**src/rtl/bj_game_sequencer.sv**
```systemverilog
// bj_game_sequencer: blackjack round controller with card handshake, hand scoring and deck-reload tracking
module bj_game_sequencer #(
    parameter int DECK_SIZE    = 52,
    parameter int RESHUFFLE_AT = 40,
    parameter int DEALER_STAND = 17
) (
    input  logic       clk,
    input  logic       rst,
    input  logic       btn_deal,
    input  logic       btn_hit,
    input  logic       btn_stand,
    output logic       card_req,
    input  logic       card_ack,
    input  logic [3:0] card_rank,
    output logic       shuffle_start,
    input  logic       shuffle_done,
    output logic [2:0] state,
    output logic [4:0] playerHand,
    output logic [4:0] dealerHand,
    output logic [1:0] displayState,
    output logic       resetToReshuffle
);
    localparam logic [2:0] S_IDLE = 3'd0, S_DEAL = 3'd1, S_PLAYER = 3'd2, S_DEALER = 3'd3, S_END = 3'd4, S_LOAD = 3'd5;
    localparam logic [1:0] D_LOSE = 2'd0, D_TIE = 2'd1, D_WIN = 2'd2, D_BJ = 2'd3;
    if (RESHUFFLE_AT > DECK_SIZE) begin : g_cfg_check
        $error("RESHUFFLE_AT exceeds DECK_SIZE");
    end
    logic [2:0] r_state, w_next;
    logic [4:0] r_p_hard, r_d_hard, r_p_best, r_d_best, w_val, w_p_hard, w_d_hard;
    logic       r_p_ace, r_d_ace, w_p_ace, w_d_ace;
    logic [5:0] r_cards_used;
    logic [1:0] r_cnt, r_disp, w_disp_n;
    logic       r_card_req, r_shuffle_start, r_rtr, r_hit_pend;
    logic       w_take, w_good, w_to_p, w_hit_go, w_need;
    function automatic logic [4:0] f_best(input logic [4:0] h, input logic a);
        return (a && h <= 5'd11) ? h + 5'd10 : h;
    endfunction
    assign state            = r_state;
    assign card_req         = r_card_req;
    assign shuffle_start    = r_shuffle_start;
    assign playerHand       = r_p_best;
    assign dealerHand       = r_d_best;
    assign displayState     = r_disp;
    assign resetToReshuffle = r_rtr;
    // state register
    always_ff @(posedge clk or posedge rst) begin
        if (rst) r_state <= S_IDLE;
        else     r_state <= w_next;
    end
    // next-state decision; stand outranks hit, bust/21 outrank both buttons
    always_comb begin
        w_next = r_state;
        case (r_state)
            S_IDLE:   if (btn_deal) w_next = r_rtr ? S_LOAD : S_DEAL;
            S_LOAD:   if (shuffle_done) w_next = S_DEAL;
            S_DEAL:   if (r_cnt == 2'd3) w_next = (r_p_best == 5'd21) ? S_END : S_PLAYER;
            S_PLAYER: if (r_p_best > 5'd21) w_next = S_END;
                      else if (r_p_best == 5'd21 || (btn_stand && !r_hit_pend)) w_next = S_DEALER;
            S_DEALER: if (!r_card_req && r_d_best >= 5'(DEALER_STAND)) w_next = S_END;
            S_END:    if (btn_deal) w_next = S_IDLE;
            default:  w_next = S_IDLE;
        endcase
    end
    // card need, incoming card scoring and game result
    always_comb begin
        w_take   = r_card_req && card_ack;
        w_good   = w_take && card_rank != 4'd0 && card_rank <= 4'd13;
        w_val    = (card_rank >= 4'd10) ? 5'd10 : {1'b0, card_rank};
        w_to_p   = (r_state == S_DEAL && r_cnt != 2'd1) || r_state == S_PLAYER;
        w_p_hard = r_p_hard + w_val;
        w_d_hard = r_d_hard + w_val;
        w_p_ace  = r_p_ace || card_rank == 4'd1;
        w_d_ace  = r_d_ace || card_rank == 4'd1;
        w_hit_go = r_state == S_PLAYER && w_next == S_PLAYER && btn_hit && !r_hit_pend;
        w_need   = (r_state == S_DEAL && r_cnt != 2'd3) || (r_state == S_PLAYER && (r_hit_pend || w_hit_go)) ||
                   (r_state == S_DEALER && r_d_best < 5'(DEALER_STAND));
        w_disp_n = (r_state == S_DEAL) ? D_BJ : (r_state == S_PLAYER) ? D_LOSE :
                   (r_d_best > 5'd21 || r_p_best > r_d_best) ? D_WIN : (r_p_best == r_d_best) ? D_TIE : D_LOSE;
    end
    // registered outputs, hands, card counter and reshuffle flag
    always_ff @(posedge clk or posedge rst) begin
        if (rst) begin
            r_card_req      <= 1'b0;
            r_shuffle_start <= 1'b0;
            r_hit_pend      <= 1'b0;
            r_cards_used    <= 6'd0;
            r_cnt           <= 2'd0;
            r_disp          <= D_LOSE;
            r_rtr           <= 1'b1;
            r_p_hard        <= 5'd0;
            r_d_hard        <= 5'd0;
            r_p_best        <= 5'd0;
            r_d_best        <= 5'd0;
            r_p_ace         <= 1'b0;
            r_d_ace         <= 1'b0;
        end else begin
            r_card_req      <= w_need && !w_take;
            r_shuffle_start <= r_state == S_IDLE && w_next == S_LOAD;
            if (w_hit_go) r_hit_pend <= 1'b1;
            if (w_good) begin
                r_cards_used <= (r_cards_used == 6'd63) ? r_cards_used : r_cards_used + 6'd1;
                if (r_state == S_DEAL) r_cnt <= r_cnt + 2'd1;
                if (r_state == S_PLAYER) r_hit_pend <= 1'b0;
                if (w_to_p) begin
                    r_p_hard <= w_p_hard;
                    r_p_ace  <= w_p_ace;
                    r_p_best <= f_best(w_p_hard, w_p_ace);
                end else begin
                    r_d_hard <= w_d_hard;
                    r_d_ace  <= w_d_ace;
                    r_d_best <= f_best(w_d_hard, w_d_ace);
                end
            end
            if (r_state == S_LOAD && shuffle_done) begin
                r_cards_used <= 6'd0;
                r_rtr        <= 1'b0;
            end
            if (w_next == S_DEAL && r_state != S_DEAL) begin
                r_cnt      <= 2'd0;
                r_hit_pend <= 1'b0;
            end
            if (w_next == S_END && r_state != S_END) r_disp <= w_disp_n;
            if (r_state == S_END && btn_deal) begin
                r_p_hard <= 5'd0;
                r_d_hard <= 5'd0;
                r_p_best <= 5'd0;
                r_d_best <= 5'd0;
                r_p_ace  <= 1'b0;
                r_d_ace  <= 1'b0;
                if (r_cards_used >= 6'(RESHUFFLE_AT)) r_rtr <= 1'b1;
            end
        end
    end
endmodule

```
**config.mk**
```make
export PLATFORM = sky130hd
export DESIGN_NAME = bj_game_sequencer
export DESIGN_NICKNAME = d
export VERILOG_FILES = /design/src/rtl/bj_game_sequencer.sv
export SDC_FILE = /design/constraint.sdc
export NUM_CORES = 1
export LEC_CHECK = 0
export CAP_MARGIN = 20
export CORE_MARGIN = 2
export CORE_UTILIZATION = 25
export CTS_BUF_LIST = sky130_fd_sc_hd__clkbuf_8
export CTS_CLUSTER_SIZE = 10
export DETAILED_ROUTE_END_ITERATION = 8
export PLACE_DENSITY = 0.44
export SETUP_SLACK_MARGIN = 0.3
export SYNTH_ARGS = -nofsm -noshare
export SYNTH_HDL_FRONTEND = slang
export SYNTH_SLANG_ARGS = --single-unit
```
**constraint.sdc**
```tcl
create_clock -name clk -period 3.3 [get_ports clk]
set_input_delay 0.66 -clock clk [delete_from_list [all_inputs] [get_ports clk]]
set_output_delay 0.66 -clock clk [all_outputs]
set_load 0.02 [all_outputs]
```
==> flow_summary.yaml <==
sta:
  slew_viol_final: 0
  period_share_pct: 84.9
  max_clock_freq_mhz: 357
  max_slew.worst_pin.slew_ns: 0.591
  slew-limit-headroom_pct: 60.1
  skew_ns: 0.00748
  finalHoldViolations: 0
  tns_ns: 0
  setup_viol: 0
  period_minus_slack_ns: 2.80
  rsz0062_at_grt: "false"
detailed_routing:
  first_pass_iters: 4
  dr.first_iter.drc_count: 87
  route.detailed.drc: 0
  vias_per_cell: 4.71
  wl_per_cell_um: 13.7
  drt.antenna.violating_nets: 0
  vias: 2108
  wl_mm: 6.15
pwr:
  p_leak_nw: 1.48
  powerDensity_mw_per_mm2: 944
  ir_worst_vdd_uv: 233
worst_setup_path:
  worstPathCellList: "clkdlybuf4s50_1 > and2_4 > ha_4 > fa_2 > xnor2_2 > buf_4 > ha_2 > nand2_2 > o21ai_4 > a211oi_2 > mux2i_1 > a22o_1"
  cp-startpoint: "card_rank[0]"
  path_buf_inv: 2
  arrival_ns: 3.04
  required_ns: 3.54
  crit_slowest_cell: "clkdlybuf4s50_1"
  path_max_fanout: 4
  cpPeakStageDelay_ns: 0.42
  path_delay_family: "adder cells"
  end_kind: "flop"
  worstSetupPathType: "in -> reg"
  critPathLaunchType: "primary input"
  rr_startpoint: "r_d_hard[0]"
synth:
  synthTopCellsByCount: "36 x dfrtp_1, 25 x nand2_1, 21 x ha_1"
  synthFlopType: "dfrtp_1"
  yosysSeqAreaShare_pct: 36.8
  postSynth.asyncResetShare_pct: 100
  synth_edf_count: 0
  synthTopCellsByArea: "dfrtp_1 36%, ha_1 10%, xnor2_1 3.8%, nand2_1 3.7%, nand3_1 3.2%"
  synth_area_sq_mm: 0.00252
  syn-num-nets: 301
  syn_area_per_cell_sq_um: 9.44
  synth.distinct_cells: 59
  synth_warnings: 0
  synthCells: 267
  post-synth-top-count-cell: "dfrtp_1"
  yosysTopAreaCell: "dfrtp_1"
  yosys.area.top_type_share_pct: 35.7
  ys_ff_latch: 37
cts:
  root_buffer: "clkbuf_8"
  clkSinkCount: 37
  htree_levels: 2
  clk_pin_slew_ns: 0.09
  cts_tree: "done"
  cts_inserted_buffers: 5
  clockBufferDepth: 2
  clock_latency_ns: 0.29
placed_design:
  dp_hpwl_mm: 4.54
  io_buffers: 28
  gp_congestion: 0.812
  placedCellCount: 435
global_routing:
  grt_pass1_vias: 2168
  gr-total-overflow: 0
  grt_pass1_wl_mm: 10.6
  grt_usage_pct: 11.9
  antenna_found_initial: 0
  grt_max_degree: 38
run:
  max-cap-violations: 0
layout:
  finalNonFillerCells: 448
  area_delta_synth_final_pct: 32.2
  n_antenna_cell: 0
  drive_gt1_share_pct: 21.6
  fin_nets: 348
  final_util_pct: 34.1
worst_hold_path:
  hp-start: "r_d_hard[2]"
  holdCritPathClass: "reg -> reg"
run_status:
  status: "finished, final reports clean"
floorplan:
  core_area_sq_mm: 0.00977
  start_util_pct: 25.8
  dieArea_sq_mm: 0.0109
  num_rows: 36
  die_x_um: 104
  ios: 29
  die_height_um: 104
## state kept, by name (all words and copies together) (netlist names)
register,cells
r_p_ace,1
card_req,1
shuffle_start,1
resetToReshuffle,1
r_cnt,2
r_hit_pend,1
r_cards_used,6
dealerHand,4
r_p_hard,5
displayState,2
r_d_ace,1
state,3
r_d_hard,5
playerHand,4
## where the power goes
| part | internal (mW) | leakage (nW) | switching (mW) |
|---|---|---|---|
| registers | 0.636 | 0.472 | 0.237 |
| logic | 0.946 | 0.956 | 0.914 |
| clock network | 0.227 | 0.0543 | 0.187 |
## cells by family after synthesis
group	count (synthesis)	synth area share, %
flops	37	36.8
fa+ha+maj	23	12.0
compound gates	72	20.1
xor+xnor	13	4.81
simple gates	86	17.6
mux	8	3.67
buf+inv	28	5.06
## path summary, 6_finish.rpt
kind	endpoint	slack (ns)	cells after the start
setup / recovery	dealerHand[2]	0.50	12
hold / removal	r_d_hard[2]	0.51	2
setup reg to reg	dealerHand[2]	0.92	10
hold reg to reg	r_d_hard[2]	0.51	2
max in group asynchronous	r_d_hard[2]	2.15	3
min in group asynchronous	r_cards_used[2]	0.78	3
## tightest hold or removal path, delay by kind of cell (launching register included)
| family | cells | cell delay (ns) |
|---|---|---|
| AOI/OAI and AO/OA | 1 | 0.07 |
| DFF | 1 | 0.36 |
| and+or+nand+nor | 1 | 0.05 |
## routing by layer
layer  vias up  global-route usage (%)  part of all wire [%]
met1      1021                    15.8                    48
met4         0                    3.47                   1.1
li1       1051                       -                     -
met2        31                    20.1                    48
met3         5                    1.75                   2.5
met5         -                       0                     0
## repair_timing
action | in CTS | in global routing
hold buffers | 0 | 0
resized for setup | 18 | 13
buffers inserted | 2 | 3
endpoints found under the setup margin | 8 | 8
pin swaps | 6 | 9
## layout make-up
class	instances	area [sq um]
multi-input cells	202	1600
clock buffers	5	68.8
flip-flops and latches	37	927
inverters	17	63.8
clock inverters	3	46.3
well taps	133	166
repair buffers	51	457
fillers	1016	6440
## placed cells by master, fill, tap and decap left out, types with 3 or more instances in the layout
master	n
nand2_1	24
dfrtp_1	36
o21ai_0	12
a22o_1	5
a21oi_1	10
inv_1	17
buf_4	23
nor3_1	3
ha_2	3
nor2_1	16
ha_1	17
clkbuf_8	5
a21o_1	6
xnor2_1	7
mux2_4	3
nand3_1	16
xnor2_2	4
a31oi_1	3
o21ai_1	4
clkdlybuf4s50_1	25
and3_1	5
o22ai_1	3
nor2b_1	3
mux2i_1	4
a211oi_1	3
a21oi_2	5
## per-stage QoR
stage          worst slack (ns)  power, mW  instance area, sq um  hold WS [ns]
6_report                  0.497       3.15                  3330         0.509
3_5_place_dp             -0.209       2.52                  3040         0.488
4_1_cts                   0.310       3.08                  3240         0.510
5_1_grt                   0.418       3.44                  3330         0.541
2_1_floorplan             0.440       1.95                  2520         0.456
3_3_place_gp             -0.152       2.51                  3040         0.489
(Power assumes the default switching activity.)
